<file path="config.mk">
export PLATFORM = sky130hd
export DESIGN_NAME = flash_adc_encoder
export DESIGN_NICKNAME = d
export VERILOG_FILES = /design/src/rtl/flash_adc_pkg.sv /design/src/rtl/therm_bubble_fix.sv /design/src/rtl/flash_adc_encoder.sv
export SDC_FILE = /design/constraint.sdc
export NUM_CORES = 1
export LEC_CHECK = 0
export CORE_MARGIN = 2
export CORE_UTILIZATION = 38
export DETAILED_ROUTE_END_ITERATION = 8
export PLACE_DENSITY = 0.62
export SLEW_MARGIN = 20
export SYNTH_ARGS = -nofsm -noshare
export SYNTH_HDL_FRONTEND = slang
export SYNTH_SLANG_ARGS = --single-unit
</file>
<file path="constraint.sdc">
create_clock -name clk -period 3.5 [get_ports clk]
set_input_delay 0.7 -clock clk [delete_from_list [all_inputs] [get_ports clk]]
set_output_delay 0.7 -clock clk [all_outputs]
set_load 0.005 [all_outputs]
</file>
<file path="src/rtl/flash_adc_pkg.sv">
// Shared constants, types and helpers for the flash ADC thermometer encoder.
package flash_adc_pkg;

  localparam int unsigned ERR_CNT_W = 8;

  typedef enum logic {ACC, EMIT} avg_state_e;

  function automatic int unsigned therm_w(input int unsigned n);
    return (2 ** n) - 1;
  endfunction

endpackage

</file>
<file path="src/rtl/therm_bubble_fix.sv">
// Combinational 3-input majority bubble correction for a thermometer word.
module therm_bubble_fix #(
  parameter int unsigned M = 7
) (
  input  logic [M-1:0] i_therm,
  output logic [M-1:0] o_fixed,
  output logic         o_corr
);

  // Padded word: bit below the lowest threshold reads 1, bit above the top reads 0.
  logic [M+1:0] w_pad;
  assign w_pad = {1'b0, i_therm, 1'b1};

  always_comb begin
    o_fixed = '0;
    for (int i = 0; i < int'(M); i++) begin
      o_fixed[i] = (w_pad[i] & w_pad[i+1]) | (w_pad[i] & w_pad[i+2]) |
                   (w_pad[i+1] & w_pad[i+2]);
    end
  end

  assign o_corr = (o_fixed != i_therm);

endmodule

</file>
<file path="src/rtl/flash_adc_encoder.sv">
// Registered thermometer-to-binary encoder with valid/ready output and bubble repair.
// Optional sample averaging is enabled by defining FLASH_ADC_AVG_EN.
module flash_adc_encoder
  import flash_adc_pkg::*;
#(
  parameter int unsigned NBITS    = 3,
  parameter int unsigned AVG_LOG2 = 2
) (
  input  logic                          clk,
  input  logic                          rst,
  input  logic                          sample_en,
  input  logic [therm_w(NBITS)-1:0]     therm,
  output logic [NBITS-1:0]              code,
  output logic                          code_valid,
  input  logic                          code_ready,
  output logic                          bubble_err,
  output logic                          overflow,
  output logic [ERR_CNT_W-1:0]          err_count
);

  localparam int unsigned M = therm_w(NBITS);

  if (NBITS < 2 || NBITS > 6) begin : g_bad_nbits
    $error("NBITS out of range");
  end
  if (AVG_LOG2 < 1 || AVG_LOG2 > 4) begin : g_bad_avg
    $error("AVG_LOG2 out of range");
  end

  logic [M-1:0]     r_cap;
  logic             r_cap_v;
  logic [M-1:0]     w_c;
  logic             w_corr;
  logic [NBITS-1:0] w_res;
  logic             w_run;
  logic             w_new_v;
  logic [NBITS-1:0] w_new_code;

  logic [NBITS-1:0]     r_code;
  logic                 r_code_valid;
  logic                 r_bubble_err;
  logic                 r_overflow;
  logic [ERR_CNT_W-1:0] r_err_count;

  always_ff @(posedge clk) begin
    if (rst) begin
      r_cap   <= '0;
      r_cap_v <= 1'b0;
    end else begin
      r_cap_v <= sample_en;
      if (sample_en) r_cap <= therm;
    end
  end

  therm_bubble_fix #(
    .M (M)
  ) u_fix (
    .i_therm (r_cap),
    .o_fixed (w_c),
    .o_corr  (w_corr)
  );

  // Count the leading run of ones; anything above the first zero is ignored.
  always_comb begin
    w_res = '0;
    w_run = 1'b1;
    for (int i = 0; i < int'(M); i++) begin
      if (w_run && w_c[i]) w_res = w_res + 1'b1;
      else                 w_run = 1'b0;
    end
  end

`ifdef FLASH_ADC_AVG_EN
  localparam int unsigned SW = NBITS + AVG_LOG2;
  localparam logic [AVG_LOG2:0] AVG_N = {1'b1, {AVG_LOG2{1'b0}}};

  avg_state_e        r_state, w_state_d;
  logic [SW-1:0]     r_sum, w_sum_d;
  logic [AVG_LOG2:0] r_cnt, w_cnt_d;
  logic [SW-1:0]     w_res_ext;

  assign w_res_ext = {{AVG_LOG2{1'b0}}, w_res};

  always_ff @(posedge clk) begin
    if (rst) begin
      r_state <= ACC;
      r_sum   <= '0;
      r_cnt   <= '0;
    end else begin
      r_state <= w_state_d;
      r_sum   <= w_sum_d;
      r_cnt   <= w_cnt_d;
    end
  end

  always_comb begin
    w_state_d  = r_state;
    w_sum_d    = r_sum;
    w_cnt_d    = r_cnt;
    w_new_v    = 1'b0;
    w_new_code = r_sum[SW-1:AVG_LOG2];
    unique case (r_state)
      ACC: begin
        if (r_cap_v) begin
          w_sum_d = r_sum + w_res_ext;
          w_cnt_d = r_cnt + 1'b1;
          if (w_cnt_d == AVG_N) w_state_d = EMIT;
        end
      end
      EMIT: begin
        // Restart with the result arriving this cycle so no sample is lost.
        w_new_v   = 1'b1;
        w_sum_d   = r_cap_v ? w_res_ext : '0;
        w_cnt_d   = r_cap_v ? {{AVG_LOG2{1'b0}}, 1'b1} : '0;
        w_state_d = ACC;
      end
      default: w_state_d = ACC;
    endcase
  end
`else
  assign w_new_v    = r_cap_v;
  assign w_new_code = w_res;
`endif

  always_ff @(posedge clk) begin
    if (rst) begin
      r_code       <= '0;
      r_code_valid <= 1'b0;
      r_bubble_err <= 1'b0;
      r_overflow   <= 1'b0;
      r_err_count  <= '0;
    end else begin
      r_bubble_err <= r_cap_v & w_corr;
      r_overflow   <= 1'b0;
      if (r_cap_v && w_corr && (r_err_count != '1)) r_err_count <= r_err_count + 1'b1;
      if (w_new_v) begin
        if (!r_code_valid || code_ready) begin
          r_code       <= w_new_code;
          r_code_valid <= 1'b1;
        end else begin
          r_overflow <= 1'b1;
        end
      end else if (r_code_valid && code_ready) begin
        r_code_valid <= 1'b0;
      end
    end
  end

  assign code       = r_code;
  assign code_valid = r_code_valid;
  assign bubble_err = r_bubble_err;
  assign overflow   = r_overflow;
  assign err_count  = r_err_count;

endmodule

</file>
Yosys cells after proc, flatten, opt, wreduce, memory -nomap -nowiden --
Index checks and enable logic that the tools add are counted.
Storage, ports and cells: register bits after elaboration 22, bits in latches 0, bits in writable memories 0, memory bits (read-only) 0, memories 0
Cells by class: add/subtract/negate cells 7, $mul 0, divide/modulo/power cells 0, order comparisons 0, equal/unequal tests 3, shifts and indexed selects 0, muxes and demuxes 17, bitwise gates (word level) 25, reduce and logical (&&, ||, !) cells 15
Operators by type and width (number):
- $add 3x1->3 const B | 6
- $mux 3 | 6
- $and 1x1->1 | 12
- $or 1x1->1 | 12
- $mux 1 | 11
- $logic_and 1x1->1 | 9
- $add 8x1->8 const B | 1
- $ne 8x8->1 const B | 1
- $ne 7x7->1 | 1
- $reduce_and 2->1 | 2
- $ne 2x1->1 const B | 1
- $reduce_bool 2->1 | 1
- $reduce_or 2->1 | 1
- $logic_not 1->1 | 1
- $logic_or 1x1->1 | 1
- $not 1->1 | 1

Longest topological paths before layout --
depth in word-level cells 15, gate-level depth with buffers 15

Modules after synthesis --
A second synthesis with hierarchy kept.
Second synthesis, totals: cell total of the unflattened synthesis 149, area, all modules 1312.5 sq um
By module, submodules not included:
- flash_adc_encoder | times used 1, cells an instance 128, area an instance 1162.4 sq um, seq. area each 440.4 sq um
- therm_bubble_fix | times used 1, cells an instance 21, area an instance 150.1 sq um, seq. area each 0.0 sq um

Worst setup path after synthesis --
No wires, ideal clock.
path type reg-to-reg, start reg r_cap[3], end reg r_code[1] (netlist: code[1]), setup time 0.132 ns, arrival 2.751 ns, setup slack 0.617 ns, cell stages (with the launch flop) 16, path buffers 1, path through dfxtp_1 buf_2 or2b_1 a21oi_1 a31oi_1 ha_1 o21ai_0 inv_1 ha_1 inv_1 mux2i_1 ha_1 nand2b_1 a311oi_1 a211o_1 a21oi_1
On the way: cells in the longest elaborated chain, start to end 13, elaborated cells between the ends (all ways) 28, those cells by class add/sub (4); mux (9); bitwise (10); reduce/logical (5)
Ends and longest elaborated chain:
- from (decl) | line flash_adc_encoder.sv:30 | logic [M-1:0] r_cap;
- from (signal assigned) | line flash_adc_encoder.sv:51 | if (sample_en) r_cap <= therm;
- $and 1x1->1 | line therm_bubble_fix.sv:17 | o_fixed[i] = (w_pad[i] & w_pad[i+1]) | (w_pad[i] & w_pad[i+2]) |
- $or 1x1->1 (2 in series) | line therm_bubble_fix.sv:17
- $logic_and 1x1->1 | line flash_adc_encoder.sv:68 | if (w_run && w_c[i]) w_res = w_res + 1'b1;
- $mux 3 or $mux 1 (tied branches) | line flash_adc_encoder.sv:68
- $add 3x1->3 or $logic_and 1x1->1 (tied branches) | line flash_adc_encoder.sv:68
- $mux 3 or $mux 1 (tied branches) | line flash_adc_encoder.sv:68
- $add 3x1->3 or $logic_and 1x1->1 (tied branches) | line flash_adc_encoder.sv:68
- $mux 3 or $mux 1 (tied branches) | line flash_adc_encoder.sv:68
- $add 3x1->3 or $logic_and 1x1->1 (tied branches) | line flash_adc_encoder.sv:68
- $mux 3 or $mux 1 (tied branches) | line flash_adc_encoder.sv:68
- $add 3x1->3 or $logic_and 1x1->1 (tied branches) | line flash_adc_encoder.sv:68
- $mux 3 (*) | line flash_adc_encoder.sv:68
- to (signal assigned) | line flash_adc_encoder.sv:138 | r_code <= w_new_code;
- to (decl) | line flash_adc_encoder.sv:39 | logic [NBITS-1:0] r_code;
Every way passes the cells marked *; elsewhere a longest branch is shown, timed or not. A chain may end at the register's enable or synchronous reset.

Final worst setup path --
Same ends and word-level chain as after synthesis.

==> impl_metrics.tcl <==
set metrics [dict create \
    status "finished clean" \
    drc 0 \
    die_x_um 62.0 \
    ys.flop_type "dfxtp_1" \
    cts_tree "done" \
    ys_ff_latch 22 \
    final_nets 181 \
    synth_edf_count 0 \
    cts_buffer_depth 2 \
    vias 1110 \
    die_h_um 62.0 \
    rsz0062_at_grt "false" \
    mappedNetlistNets 165 \
    grt_pass1_wl_um 4160 \
    worstPathArrival_ps 3190 \
    syn_avg_cell_area_sq_um 8.51 \
    core_sq_um 3280 \
    clkLatencyLatePin_ps 300 \
    grtUsageMet1 0.199 \
    syn_inst 150 \
    cpMostUsedCell "ha_1" \
    crit_path_cell_trace "or2b_1, a21oi_1, a31oi_1, ha_1, o21ai_1, inv_1, ha_1, inv_1, mux2i_1, ha_1, nand2b_1, a311oi_1, a211o_1, a21oi_1" \
    initialDrtViolationCount 50 \
    min_path_type "reg -> reg" \
    wl_per_cell_um 11.9 \
    cts_resized 0 \
    place.gp.congestion 0.775 \
    wl_um 2510 \
    worst_slack_ps 472 \
    cpPeakStageDelay_ps 460 \
    crit_type "reg -> reg" \
    post-route-period-util 0.865 \
    globalRouteMet2Util 0.223 \
    min_period_ps 3030 \
    drv_cap 0 \
    min_from "code[0]$_SDFFE_PP0P_" \
    max-slew-margin-rel 0.433 \
    cts-root-buf "clkbuf_4" \
    slowest_stage "dfxtp_2" \
    worst-endpoint-required_ps 3660 \
    crit_fanout 13 \
    crit_family "compound AO/OA/AOI/OAI gates" \
    fmax_mhz 330 \
    skew_ps 5.32 \
    start_util 0.389 \
    setup_viol 0 \
    final_cell_mix "clkdlybuf4s50_1 (24), dfxtp_1 (20), a21oi_1 (14)" \
    drive_gt1_frac 0.0606 \
    synth.distinct_cells 43 \
    irDropWorstVdd_mv 0.207 \
    grt-busiest-layer "met2" \
    cts.clk_slew.worst_paths_ps 120 \
    met3_usage 0.0290 \
    via_per_inst 5.26 \
    grt-ovfl-total 0 \
    leakage_nw 0.583 \
    die-area_sq_um 3840 \
    grt_max_degree 26 \
    yosysSeqAreaShare 0.345 \
    h-tree-depth 1 \
    layout_commonest_cell "clkdlybuf4s50_1" \
    pre_cts_ws_ps 230 \
    hold_viol_final 0 \
    clock_sinks 22 \
    first_pass_iters 4 \
    ios 25 \
    port-buffer-count 24 \
    cts_setup_buffers 0 \
    grt_usage 0.143 \
    p_per_area_nw_per_um2 319 \
    rows 21 \
    slew_violations 0 \
    r2r-start "r_cap[3]$_SDFFE_PP0P_" \
    worstMarginPinSlew_ps 847 \
    crit_buf_inv 2 \
    ant_nets 0 \
    grt_pass1_vias 916 \
    netlist_area_sq_um 1280 \
    cts_buffers 3 \
    start_kind "flip-flop" \
    setup_tns_ps 0 \
    dp_hpwl_um 1840 \
    ys_warn_count 0 \
    synthToLayoutAreaGrowth_pct 20.6 \
    setup.worst_path.end_class "flip-flop" \
    ctsHoldBuffers 0 \
    antenna_found_initial 0 \
    hold_ws_ps 476 \
    synthArstFlopShare 0 \
    critPathLaunch "r_cap[3]$_SDFFE_PP0P_" \
    num_antenna_cells 0 \
]
[Yosys cell counts (2+ instances only)]
cell / instances / area [sq um]
or4_1: 3 / 22.5
nand4_1: 2 / 12.5
inv_1: 5 / 18.8
nor2b_1: 6 / 37.5
nand3_1: 4 / 20.0
o2111ai_1: 2 / 17.5
o31ai_1: 4 / 30.0
nor2_1: 10 / 37.5
ha_1: 4 / 50.1
a31oi_1: 2 / 12.5
buf_6: 2 / 22.5
dfxtp_1: 22 / 440
a311oi_1: 2 / 17.5
mux2i_1: 9 / 90.1
nand2b_1: 6 / 37.5
nor3b_1: 2 / 15.0
a21oi_1: 14 / 70.1
o21ai_0: 4 / 20.0
nand2_1: 8 / 30.0
mux2_2: 2 / 22.5
clkbuf_1: 5 / 18.8
buf_2: 5 / 25.0
o21a_1: 2 / 15.0
nor3_1: 2 / 10.0
and3_1: 3 / 18.8
a21o_1: 3 / 22.5
[final timing paths]
kind / endpoint / slack (ps) / cells past startpoint
max: code[1]$_SDFFE_PP0P_ / 470 / 14
min reg2reg: code[0]$_SDFFE_PP0P_ / 480 / 2
max reg2reg: code[1]$_SDFFE_PP0P_ / 470 / 14
min: code[0]$_SDFFE_PP0P_ / 480 / 2
[cell type report]
type / count / area, sq um
Timing Repair Buffer: 24 / 240
Fill cell: 326 / 1750
Tap cell: 46 / 57.6
Inverter: 5 / 18.8
Clock buffer: 4 / 36.3
Sequential cell: 22 / 443
Multi-Input combinational cell: 110 / 743
[kinds of logic after synthesis]
| logic type | Yosys count | share of synthesized area |
|---|---|---|
| AO/OA/AOI/OAI | 41 | 0.217 |
| XOR/XNOR | 2 | 0.0137 |
| adder cells (fa/ha/maj) | 5 | 0.0471 |
| buffers and inverters | 18 | 0.0725 |
| flip-flops | 22 | 0.345 |
| multiplexers | 11 | 0.0882 |
| AND/OR/NAND/NOR | 51 | 0.217 |
[sequential cells by signal (all words and copies together), names as in the netlist]
| name | flops |
|---|---|
| bubble_err | 1 |
| code_valid | 1 |
| code | 3 |
| r_cap | 7 |
| r_cap_v | 1 |
| err_count | 8 |
| overflow | 1 |
[report_power, final]
part	switching [mW]	leakage (nW)	internal [mW]
Sequential	0.0160	0.180	0.259
Combinational	0.0375	0.382	0.0398
Clock	0.0750	0.0210	0.0634
[per-layer routing]
metal / vias up / part of all wire
met5: - / 0
met4: 0 / 0.0076
met3: 2 / 0.025
met2: 13 / 0.47
met1: 521 / 0.49
li1: 574 / -
[worst min-delay path, cell delays in order (launching register included)]
cell and delay, ps:
dfxtp_1 340, nand2_1 50, a21oi_1 50
[through the flow]
step	cell area (sq um)	util	total power, mW	cells
floorplan	1280	-	0.337	150
global placement	1500	0.457	0.356	207
detailed placement	1500	0.457	0.358	207
CTS	1540	0.468	0.500	211
global route	1540	0.469	0.523	211
finish	1540	0.469	0.491	211
(Power assumes the default switching activity.)
